## config.mk

```make
export PLATFORM = sky130hd
export DESIGN_NAME = fifo_synch_flat
export DESIGN_NICKNAME = d
export VERILOG_FILES = /design/src/rtl/fifo_synch_if.sv /design/src/rtl/fifo_synch.sv /design/src/flat_wrapper.sv
export SDC_FILE = /design/constraint.sdc
export NUM_CORES = 1
export LEC_CHECK = 0
export BUFFER_PORTS_ARGS = -buffer_cell sky130_fd_sc_hd__buf_4
export CAP_MARGIN = 20
export CORE_ASPECT_RATIO = 1.75
export CORE_MARGIN = 8
export CORE_UTILIZATION = 60
export DETAILED_ROUTE_END_ITERATION = 8
export PLACE_DENSITY = 0.87
export SYNTH_ARGS = -nofsm -noshare
export SYNTH_HDL_FRONTEND = slang
export SYNTH_SLANG_ARGS = --single-unit
```

## constraint.sdc

```tcl
create_clock -name clk -period 3.6 [get_ports clk]
set_input_delay 0.36 -clock clk [delete_from_list [all_inputs] [get_ports clk]]
set_output_delay 0.36 -clock clk [all_outputs]
set_load 0.01 [all_outputs]
```

## src/rtl/fifo_synch_if.sv

```systemverilog
// rtl/fifo_synch_if.sv - handshake/data bundle between a producer/consumer and fifo_synch
//
// Purpose: groups the FIFO request, data and flag signals.
// Signals:
//   wn        write request, active high
//   rn        read request, active high
//   data_in   write data, sampled on a clk edge with wn=1
//   data_out  registered read data
//   full      1 when DEPTH entries are stored
//   empty     1 when no entries are stored
// Modports:
//   master  user side (drives wn/rn/data_in)
//   slave   FIFO side (drives data_out/full/empty)
interface fifo_synch_if #(
    parameter int DATA_WIDTH = 8
);
    logic                  wn;
    logic                  rn;
    logic [DATA_WIDTH-1:0] data_in;
    logic [DATA_WIDTH-1:0] data_out;
    logic                  full;
    logic                  empty;

    modport master (
        output wn,
        output rn,
        output data_in,
        input  data_out,
        input  full,
        input  empty
    );

    modport slave (
        input  wn,
        input  rn,
        input  data_in,
        output data_out,
        output full,
        output empty
    );
endinterface

```

## src/rtl/fifo_synch.sv

```systemverilog
// rtl/fifo_synch.sv - single-clock synchronous FIFO with full/empty flags
//
// Purpose: buffers DATA_WIDTH-bit words between a producer and a consumer in
// one clock domain. Blocked writes (full) and reads (empty) are dropped silently.
// Ports:
//   clk    rising-edge clock
//   reset  asynchronous assert, active-low reset
//   bus    fifo_synch_if.slave: wn, rn, data_in in; data_out, full, empty out
// Parameters:
//   DATA_WIDTH  word width in bits
//   DEPTH       number of entries; power of two, >= 2
module fifo_synch #(
    parameter int DATA_WIDTH = 8,
    parameter int DEPTH      = 8
) (
    input  logic         clk,
    input  logic         reset,
    fifo_synch_if.slave  bus
);
    localparam int AW = $clog2(DEPTH);
    localparam int CW = AW + 1;

    logic [DATA_WIDTH-1:0] mem_q [DEPTH];

    logic [AW-1:0]         wr_ptr_q, wr_ptr_d;
    logic [AW-1:0]         rd_ptr_q, rd_ptr_d;
    logic [CW-1:0]         count_q, count_d;
    logic [DATA_WIDTH-1:0] data_out_q, data_out_d;

    logic full, empty;
    logic wr_ok, rd_ok;

    assign full  = (count_q == CW'(DEPTH));
    assign empty = (count_q == '0);

    // Acceptance uses the flags as they stand before the edge, so a write on
    // a full FIFO is dropped even when a read frees a slot in the same cycle,
    // and a write into an empty FIFO never reads through.
    assign wr_ok = bus.wn & ~full;
    assign rd_ok = bus.rn & ~empty;

    always_comb begin
        wr_ptr_d   = wr_ptr_q;
        rd_ptr_d   = rd_ptr_q;
        count_d    = count_q;
        data_out_d = data_out_q;

        // DEPTH is a power of two, so the pointers wrap naturally.
        if (wr_ok) begin
            wr_ptr_d = wr_ptr_q + AW'(1);
        end
        if (rd_ok) begin
            rd_ptr_d   = rd_ptr_q + AW'(1);
            data_out_d = mem_q[rd_ptr_q];
        end

        case ({wr_ok, rd_ok})
            2'b10:   count_d = count_q + CW'(1);
            2'b01:   count_d = count_q - CW'(1);
            default: count_d = count_q;
        endcase
    end

    always_ff @(posedge clk or negedge reset) begin
        if (!reset) begin
            wr_ptr_q   <= '0;
            rd_ptr_q   <= '0;
            count_q    <= '0;
            data_out_q <= '0;
        end else begin
            wr_ptr_q   <= wr_ptr_d;
            rd_ptr_q   <= rd_ptr_d;
            count_q    <= count_d;
            data_out_q <= data_out_d;
        end
    end

    // Storage is deliberately left out of reset; stale contents are never
    // visible because count gates every read.
    always_ff @(posedge clk) begin
        if (wr_ok) begin
            mem_q[wr_ptr_q] <= bus.data_in;
        end
    end

    assign bus.data_out = data_out_q;
    assign bus.full     = full;
    assign bus.empty    = empty;
endmodule

```

## src/flat_wrapper.sv

```systemverilog
// flat-port wrapper written by rule: the top's interface ports become plain ports
module fifo_synch_flat 
#(
    parameter int DATA_WIDTH = 8,
    parameter int DEPTH      = 8
)
  (clk, reset, bus_wn, bus_rn, bus_data_in, bus_data_out, bus_full, bus_empty);
  fifo_synch_if #(.DATA_WIDTH(DATA_WIDTH)) bus_i ();
  input  logic clk;
  input  logic reset;
  input wire logic [$bits(bus_i.wn)-1:0] bus_wn;
  input wire logic [$bits(bus_i.rn)-1:0] bus_rn;
  input wire logic [$bits(bus_i.data_in)-1:0] bus_data_in;
  output wire logic [$bits(bus_i.data_out)-1:0] bus_data_out;
  output wire logic [$bits(bus_i.full)-1:0] bus_full;
  output wire logic [$bits(bus_i.empty)-1:0] bus_empty;
  assign bus_i.wn = bus_wn;
  assign bus_i.rn = bus_rn;
  assign bus_i.data_in = bus_data_in;
  assign bus_data_out = bus_i.data_out;
  assign bus_full = bus_i.full;
  assign bus_empty = bus_i.empty;
  fifo_synch #(.DATA_WIDTH(DATA_WIDTH), .DEPTH(DEPTH)) u_core (.clk(clk), .reset(reset), .bus(bus_i));
endmodule
```

Word level (Yosys, flattened, before mapping) --
Memories as Yosys holds them, arrays and structs flattened. A register that Yosys moved wholly into a read port is not among the register bits. Index checks and enable logic that the tools add are counted.
Word-level totals: register bits after elaboration 10, memory bits (writable) 64, memories kept 1
Operators by class: add/subtract/negate cells 4, eq/ne operators 3, mux-type cells 3, bitwise operators 4, reduce and logical (&&, ||, !) cells 3
Memories:
- u_core.mem_q | depth 8, bits a word 8, rd ports 1, clocked after memory_dff 1, write ports 1, RTL line fifo_synch.sv:23 | logic [DATA_WIDTH-1:0] mem_q [DEPTH];
Operators by type and width (count):
- 4-bit one-hot mux with 2 select lines | 1
- 3-bit by 1-bit adder with 3-bit output (second input constant) | 2
- 4-bit by 1-bit adder with 4-bit output (second input constant) | 1
- 4-bit equality test (second input constant) | 1
- 4-bit zero test | 1
- 4-bit by 1-bit subtractor with 4-bit output (second input constant) | 1
- 1-bit AND | 2
- 2-bit by 1-bit equality test with 1-bit output (second input constant) | 1
- 2-bit equality test (second input constant) | 1
- 1-bit two-way mux | 2
- 1-bit NOT | 2
- 2-bit nonzero test | 1
- 1-bit zero test | 1

Depth between registers and ports, before layout --
Gate-level depths: netlist (run 1).
word-level depth 5, gate-level depth with buffers 10, depth with buffers taken out 9

Worst setup path before layout (run 1) --
OpenSTA, ideal clock, no wires.
kind reg-to-reg, start point reg u_core.count_q[3], end point reg u_core.count_q[3], setup time 0.116 ns, arrival time 2.232 ns, data required time 3.484 ns, slack 1.252 ns, stages on the path, launching flop included 8, path buffers 0, cell sequence dfrtp_1 > o41ai_4 > inv_2 > ha_1 > ha_1 > a21oi_1 > o21ai_0 > o311ai_0
On the way: cells in the longest elaborated chain, start to end 5, elaborated cells between the ends (all ways) 12
Ends and longest elaborated chain:
- from (decl) | RTL line fifo_synch.sv:27 | logic [CW-1:0] count_q, count_d;
- from (signal assigned) | RTL line fifo_synch.sv:73 | count_q <= count_d;
- 4-bit zero test (*) | RTL line fifo_synch.sv:34 | assign empty = (count_q == '0);
- 1-bit NOT (*) | RTL line fifo_synch.sv:40 | assign rd_ok = bus.rn & ~empty;
- 1-bit AND (*) | RTL line fifo_synch.sv:40
- named net u_core.rd_ok | RTL line fifo_synch.sv:31 | logic wr_ok, rd_ok;
- 2-bit by 1-bit equality test with 1-bit output or 2-bit equality test (tied branches) | RTL line fifo_synch.sv:57 | case ({wr_ok, rd_ok})
- 4-bit one-hot mux with 2 select lines or 2-bit nonzero test (tied branches)
The timed path passes the listed nets; every way through them passes the cells marked *. A chain may end at the register's enable or synchronous reset.

Worst setup path in the final report (run 1) --
Ends and elaborated chain as after synthesis.

==> results of run 1 <==
==> power breakdown <==
part | switching [mW] | internal, mW
sequential | 0.178 | 1.24
combinational | 0.513 | 0.449
clock | 0.284 | 0.312
total | 0.975 | 2.00
==> kinds of logic (layout without fill, tap and decap cells) <==
group / count (synthesis) / in the layout / synth area share
AO/OA/AOI/OAI: 31 / 31 / 0.06868
XOR/XNOR: 5 / 5 / 0.01285
adder cells (fa/ha/maj): 6 / 6 / 0.02424
buffers and inverters: 16 / 50 / 0.03305
flip-flops: 82 / 82 / 0.6963
multiplexers: 33 / 33 / 0.1028
AND/OR/NAND/NOR: 46 / 46 / 0.06207
==> sequential cells by signal, indices dropped and copies added (netlist names) <==
register and count:
u_core.bus.data_out 8, u_core.count_q 4, u_core.mem_q 64, u_core.rd_ptr_q 3, u_core.wr_ptr_q 3
==> synth_stat cells <==
cell | count | area, µm²
a21boi_1 | 1 | 7.510
a21oi_1 | 1 | 5.000
a221o_1 | 8 | 80.08
and2_1 | 1 | 6.260
buf_1 | 1 | 3.750
buf_12 | 2 | 40.04
buf_4 | 1 | 7.510
buf_6 | 2 | 22.52
clkbuf_1 | 2 | 7.510
clkbuf_2 | 1 | 5.000
dfrtp_1 | 18 | 450.4
edfxtp_1 | 64 | 1922
fa_1 | 1 | 20.02
ha_1 | 5 | 62.56
inv_1 | 6 | 22.52
inv_2 | 1 | 3.750
mux2_1 | 6 | 67.56
mux2_2 | 10 | 112.6
mux2i_1 | 17 | 170.2
nand2_1 | 23 | 86.33
nand2b_1 | 5 | 31.28
nand4b_1 | 1 | 8.760
nor2_1 | 7 | 26.28
nor2b_1 | 1 | 6.260
nor3_1 | 4 | 20.02
nor3b_1 | 1 | 7.510
nor4_1 | 2 | 12.51
o21ai_0 | 3 | 15.01
o21ai_1 | 8 | 40.04
o22ai_1 | 8 | 50.05
o311ai_0 | 1 | 8.760
o41ai_4 | 1 | 27.53
or3_1 | 1 | 6.260
xnor2_1 | 4 | 35.03
xor2_1 | 1 | 8.760
==> metal layers <==
layer / up-vias / wire length, µm / track usage
met4: 0 / 187 / 0.1263
met2: 40 / 3409 / 0.2803
met1: 915 / 2382 / 0.1669
li1: 878 / - / -
met5: - / 0 / 0
met3: 16 / 181 / 0.03206
==> worst reg2reg max path: stages, from the launching register on <==
cell and delay (ns):
dfrtp_1 0.47, o41ai_4 0.36, buf_4 0.27, inv_2 0.07, ha_1 0.29, ha_1 0.31
a21oi_1 0.22, o21ai_0 0.14, o311ai_0 0.33
==> final timing paths <==
check	depth (start not counted)	endpoint	slack [ns]	from
worst max-delay path	8	u_core.count_q[3]$_DFFE_PN0P_	1.03	u_core.count_q[3]$_DFFE_PN0P_
worst min-delay path	1	u_core.mem_q[5][4]$_DFFE_PP_	0.24	bus_data_in[4]
worst max register to register	8	u_core.count_q[3]$_DFFE_PN0P_	1.03	u_core.count_q[3]$_DFFE_PN0P_
worst min register to register	2	u_core.bus.data_out[7]$_DFFE_PN0P_	0.48	u_core.bus.data_out[7]$_DFFE_PN0P_
max in group asynchronous	2	u_core.bus.data_out[5]$_DFFE_PN0P_	2.99	reset
min in group asynchronous	2	u_core.rd_ptr_q[2]$_DFFE_PN0P_	0.41	reset
==> cell type report <==
| cell class | count | area, µm² |
|---|---|---|
| Clock buffer | 11 | 131.4 |
| Inverter | 7 | 26.28 |
| Multi-Input combinational cell | 121 | 922.1 |
| Fill cell | 387 | 1743 |
| Tap cell | 76 | 95.09 |
| Sequential cell | 82 | 2372 |
| Timing Repair Buffer | 27 | 205.2 |
| Clock inverter | 5 | 45.04 |
==> placed cells by master (no fill, tap or decap), drive strengths merged <==
cell         netlist  routed
a21boi             1       1
a21oi              1       1
a221o              8       8
and2               1       1
buf                6      26
bufinv             0       1
clkbuf             3      11
clkinv             0       4
dfrtp             18      18
dlygate4sd3        0       1
edfxtp            64      64
fa                 1       1
ha                 5       5
inv                7       7
mux2              16      16
mux2i             17      17
nand2             23      23
nand2b             5       5
nand4b             1       1
nor2               7       7
nor2b              1       1
nor3               4       4
nor3b              1       1
nor4               2       2
o21ai             11      11
o22ai              8       8
o311ai             1       1
o41ai              1       1
or3                1       1
xnor2              4       4
xor2               1       1
==> per-stage QoR <==
step | cells | power (mW) | setup WS [ns]
final | 329 | 2.975 | 1.034
after detailed placement | 312 | 2.397 | 1.066
after floorplan | 219 | 2.127 | 1.252
after global routing | 329 | 3.147 | 0.8702
after global placement | 312 | 2.353 | 1.189
after CTS | 329 | 3.008 | 1.036
==> results by group, run 1 <==
Placement
  – GP Congestion: 0.7713
  – Hpwl dp: 4219 µm
  – I/O Buffers: 21
  – Placement Cell Area: 3611 µm²

Clock tree
  – Clk Tree Root Cell: clkbuf_8
  – CTS tree: yes
  – Worst-skew pair later-pin latency: 0.34 ns
  – # hold bufs at CTS: 1
  – TritonCTS Buffers: 9
  – Max clock buf depth: 2
  – Cts repair resizes: 0
  – H-tree Lvls: 3
  – Clock sinks: between 80 and 90
  – Worst-path clk slew: about 0.070 ns
  – Total setup buffers inserted after CTS: 0

Die
  – Die ar.: 8440 µm²
  – Core area: 5540 µm²
  – Chip width: 72.96 µm
  – Initial Util: 0.6150
  – Io pins: 22
  – Rows: 36
  – Vert. Die Dim: 115.7 µm

STA
  – Fmax achieved: 389.7 MHz
  – Final hold vios: 0
  – Minimum clock period: 2.566 ns
  – Final Skew: 0.005766 ns
  – Unrepaired setup endpoints after global routing: false
  – Period utilization: 0.7128
  – Sum Neg Setup Slack: 0 ns
  – # setup viols final: 0
  – Relative slew slack: 0.3802
  – Fin. max-slew vios: 0
  – Final hold slack: 0.2431 ns
  – Worst slew pin tran: roughly 0.9 ns

Route
  – DR vias: 1,849
  – DR iter-0 viols: 118
  – Antenna Violating Nets Remaining: 0
  – WL/cell: 18.72 µm
  – Routed WL: 6160 µm
  – Initial DRT Pass Iterations: 4
  – Via density: 5.620
  – DR DRC count: 0

Logic synthesis
  – Synth warn: 0
  – Syn Std Cell Area: 3407 µm²
  – Synth Instances: 219
  – Synthesized Nets: roughly 240
  – Register area share after synthesis: 0.6963
  – Yosys reg bits: 82
  – Mean Syn Cell Area: 15.56 µm²
  – Cell variety after synth: 35

Power and ir drop
  – Power Dens Cells: 783.3 nW/µm²
  – Max VDD drop: 0.4356 mV
  – Static Leak: 1.422 nW

Finish
  – Synth-to-layout area growth: 11.46%
  – Layout Nets: between 200 and 300
  – Design Area, Final: roughly 3800 µm²
  – Final core occ: 0.6854
  – Antenna cells: 0
  – Fraction of final layout cells sized beyond drive strength 1: 0.1897

Global route
  – Total GRT Usage: 0.1628
  – GRT Residual Overflow: 0
  – Number of global-route vias before repair: 1,889
  – Initial antenna violation count: 0
  – First-pass GRT wire length: 9818 µm
  – Largest net degree at the start of global routing: 20

Outcome
  – Run status: completed

Setup path
  – Worst Path Class, Setup: reg -> reg
  – Critical path, cell by cell: o41ai_4 > buf_4 > inv_2 > ha_1 > ha_1 > a21oi_1 > o21ai_0 > o311ai_0
  – WP data required: between 3 and 4 ns
  – Crit Path Max Fanout: 19
  – Delay-heaviest family, CP: compound AO/OA/AOI/OAI gates
  – CP Buf/Inv Count: 2
  – Critical path's largest stage delay: ~0.47 ns
  – Worst path arrival time: 2.80 ns
  – Crit-path most repeated cell: ha_1
  – Critical path capture point type: register
  – Crit-path slowest cell: dfrtp_1
  – Crit start category: register

Run
  – Max cap viols: 0

Min path
  – Hold Crit Class: in -> reg
(Power assumes the default switching activity.)
==> inputs of run 2 (changes only) <==
--- a/config.mk
+++ b/config.mk
@@ -9,9 +9,9 @@
 export CAP_MARGIN = 20
 export CORE_ASPECT_RATIO = 1.75
 export CORE_MARGIN = 8
-export CORE_UTILIZATION = 60
+export CORE_UTILIZATION = 59
 export DETAILED_ROUTE_END_ITERATION = 8
-export PLACE_DENSITY = 0.87
+export PLACE_DENSITY = 0.86
 export SYNTH_ARGS = -nofsm -noshare
 export SYNTH_HDL_FRONTEND = slang
 export SYNTH_SLANG_ARGS = --single-unit
==> constraint.sdc (replaced) <==
create_clock -name clk -period 2.52 [get_ports clk]
set_input_delay 0.252 -clock clk [delete_from_list [all_inputs] [get_ports clk]]
set_output_delay 0.252 -clock clk [all_outputs]
set_load 0.01 [all_outputs]
==> run 2 against run 1 <==
Against the previous run: cell area grew 1.2%; final cell count is 1.5% higher; hold slack worse by 0.10 ns; critical path depth fell by 1; register-to-register slack worse by 0.89 ns; critical endpoint unchanged; largest cell class unchanged; highest routed layer unchanged.
==> results by group, run 2 (synthesis gave the netlist of run 1 again) <==
STA
  – Relative slew slack: 0.5648 (was 0.3802)
  – Worst slew pin tran: 0.6505 ns (was 0.9262 ns)
  – Final worst setup slack: 0.1458 ns (was 1.034 ns)
  – Period utilization: 0.9421 (was 0.7128)
  – Final hold vios: 0 (unchanged)
  – Fin. max-slew vios: 0 (unchanged)
  – Fmax achieved: 421.2 MHz (was 389.7 MHz)
  – Final Skew: 0.006936 ns (was 0.005766 ns)
  – Minimum clock period: 2.374 ns (was 2.566 ns)
  – # setup viols final: 0 (unchanged)
  – Final hold slack: 0.1435 ns (was 0.2431 ns)

Power and ir drop
  – Clk pwr share: 0.186 (was 0.200)
  – Max VDD drop: 0.5265 mV (was 0.4356 mV)
  – Sequential power share: 0.470 (was 0.476)
  – NetSw: 1.403 mW (was 0.9748 mW)
  – Final Power: 4.201 mW (was 2.975 mW)
  – Total internal power: 2.798 mW (was 2.000 mW)
  – Static Leak: 1.448 nW (was 1.422 nW)
  – Net Sw Frac: 0.3339 (was 0.3277)
  – Power Dens Cells: 1093 nW/µm² (was 783.3 nW/µm²)
  – Logic pwr share: 0.344 (was 0.324)

Finish
  – Antenna cells: 0 (unchanged)
  – Max FFs per register: 64 (unchanged)
  – Layout Nets: 271 (was 266)
  – Fraction of final layout cells sized beyond drive strength 1: 0.2287 (was 0.1897)
  – Commonest non-fill, non-tap cell in the layout: edfxtp_1 (unchanged)
  – Biggest register: u_core.mem_q (unchanged)
  – Filler Cells Inserted: 384 (was 387)
  – Synth-to-layout area growth: 12.82% (was 11.46%)
  – Most frequent cells in the layout: edfxtp_1 (64), buf_4 (30), nand2_1 (23) (was edfxtp_1 (64), buf_4 (26), nand2_1 (23))

Clock tree
  – TritonCTS Buffers: 9 (unchanged)
  – Total setup buffers inserted after CTS: 0 (unchanged)
  – Clock sinks: 82 (unchanged)
  – Worst-path clk slew: 0.08 ns (was 0.07 ns)
  – Worst-skew pair later-pin latency: 0.34 ns (about the same)
  – Max clock buf depth: 2 (unchanged)
  – CTS tree: yes (unchanged)
  – Clk Tree Root Cell: clkbuf_8 (unchanged)
  – H-tree Lvls: 3 (unchanged)

Setup path
  – Crit-path slowest cell: dfrtp_1 (unchanged)
  – CP Launch Point: u_core.count_q[3]$_DFFE_PN0P_ (unchanged)
  – Worst reg2reg startpoint: u_core.count_q[3]$_DFFE_PN0P_ (unchanged)
  – Critical path's largest stage delay: 0.49 ns (was 0.47 ns)
  – Worst path arrival time: 2.59 ns (was 2.80 ns)
  – WP data required: 2.74 ns (was 3.83 ns)
  – Crit Path Max Fanout: 8 (was 19)
  – Crit start category: register (unchanged)
  – Critical path, cell by cell: o41ai_4 > inv_2 > ha_2 > ha_1 > a21oi_1 > o21ai_0 > o311ai_0 (was o41ai_4 > buf_4 > inv_2 > ha_1 > ha_1 > a21oi_1 > o21ai_0 > o311ai_0)
  – Worst Path Class, Setup: reg -> reg (unchanged)
  – Critical path capture point type: register (unchanged)

Route
  – Routed WL: 5815 µm (was 6160 µm)
  – Via density: 5.641 (was 5.620)
  – WL met2: 3110 µm (was 3409 µm)
  – Antenna Violating Nets Remaining: 0 (unchanged)
  – Initial DRT Pass Iterations: 4 (unchanged)
  – DR iter-0 viols: 146 (was 118)
  – DR vias: 1,884 (was 1,849)
  – Top sig layer: met4 (unchanged)
  – WL/cell: 17.41 µm (was 18.72 µm)
  – Met1 Wirelength: 2189 µm (was 2382 µm)
  – DR WL met3: 234 µm (was 181 µm)
  – DR DRC count: 0 (unchanged)

Outcome
  – Run status: completed (unchanged)

Min path
  – Hold Path Origin: bus_data_in[5] (was bus_data_in[4])
  – Hold Crit Class: in -> reg (unchanged)

Placement
  – Hpwl dp: 4036 µm (was 4219 µm)
  – Setup WS pre-CTS: 0.01849 ns (was 1.066 ns)
  – I/O Buffers: 21 (unchanged)
  – GP Congestion: 0.7953 (was 0.7713)

Die
  – Vert. Die Dim: 116.5 µm (was 115.7 µm)
  – Io pins: 22 (unchanged)
  – Core area: 5585 µm² (was 5540 µm²)
  – Initial Util: 0.6100 (was 0.6150)
  – Chip width: 73.45 µm (was 72.96 µm)
  – Rows: 36 (unchanged)
  – Die ar.: 8558 µm² (was 8440 µm²)

Global route
  – Initial antenna violation count: 0 (unchanged)
  – Number of global-route vias before repair: 1,953 (was 1,889)
  – Largest net degree at the start of global routing: 35 (was 20)
  – Total GRT Usage: 0.1508 (was 0.1628)
  – GRT Residual Overflow: 0 (unchanged)
  – First-pass GRT wire length: 9432 µm (was 9818 µm)

Run
  – Max cap viols: 0 (unchanged)
[run 2: through the flow]
step	instances	util	TNS, ns	area [µm²]
CTS	334	0.6862	0	3832
global placement	317	0.6555	0	3661
global route	334	0.6882	-0.01383	3844
finish	334	0.6882	0	3844
detailed placement	317	0.6555	0	3661
floorplan	219	-	0	3407
[run 2: critical path, delay by kind of cell, from the launching register on]
kind	cells	cell delay (ns)
buf+inv	1	0.09
flops	1	0.49
fa+ha+maj	2	0.52
compound gates	4	1.16
[run 2: layout make-up]
class	count	area (µm²)	share of cell area
clock buffers	11	131.4	0.03418
flip-flops and latches	82	2372	0.6172
well taps	76	95.09	0.02474
inverters	7	26.28	0.006836
clock inverters	5	30.03	0.007812
repair buffers	32	255.2	0.06641
multi-input cells	121	933.4	0.2428
[run 2: per-layer routing]
| layer | GRT usage | vias to the layer above |
|---|---|---|
| met5 | 0 | - |
| met3 | 0.02494 | 20 |
| met2 | 0.2580 | 52 |
| met1 | 0.1513 | 916 |
| li1 | - | 896 |
| met4 | 0.1356 | 0 |
[run 2: final timing paths]
path | end | slack, ns | cells after the start
hold / removal | u_core.mem_q[1][5]$_DFFE_PP_ | 0.14 | 1
max in group asynchronous | u_core.count_q[1]$_DFFE_PN0P_ | 2.01 | 2
hold reg to reg | u_core.bus.data_out[0]$_DFFE_PN0P_ | 0.49 | 2
min in group asynchronous | u_core.count_q[3]$_DFFE_PN0P_ | 0.32 | 2
setup / recovery | u_core.count_q[3]$_DFFE_PN0P_ | 0.15 | 7
setup reg to reg | u_core.count_q[3]$_DFFE_PN0P_ | 0.15 | 7
[run 2: power by group through the flow]
stage                     registers (mW)  logic [mW]  clock network, mW
after floorplan                     1.97        1.07                  0
after global placement              1.97        1.42                  0
after detailed placement            1.99        1.44                  0
after CTS                           1.97        1.45              0.792
after global routing                2.00        1.60              0.856
final                               1.97        1.45              0.782
[run 2: repair_timing]
action                                 in CTS  in global routing
setup endpoints to repair                   0                  1
gates resized for setup                     0                  3
endpoints found under the hold margin      18                  0
hold buffers                                1                  0
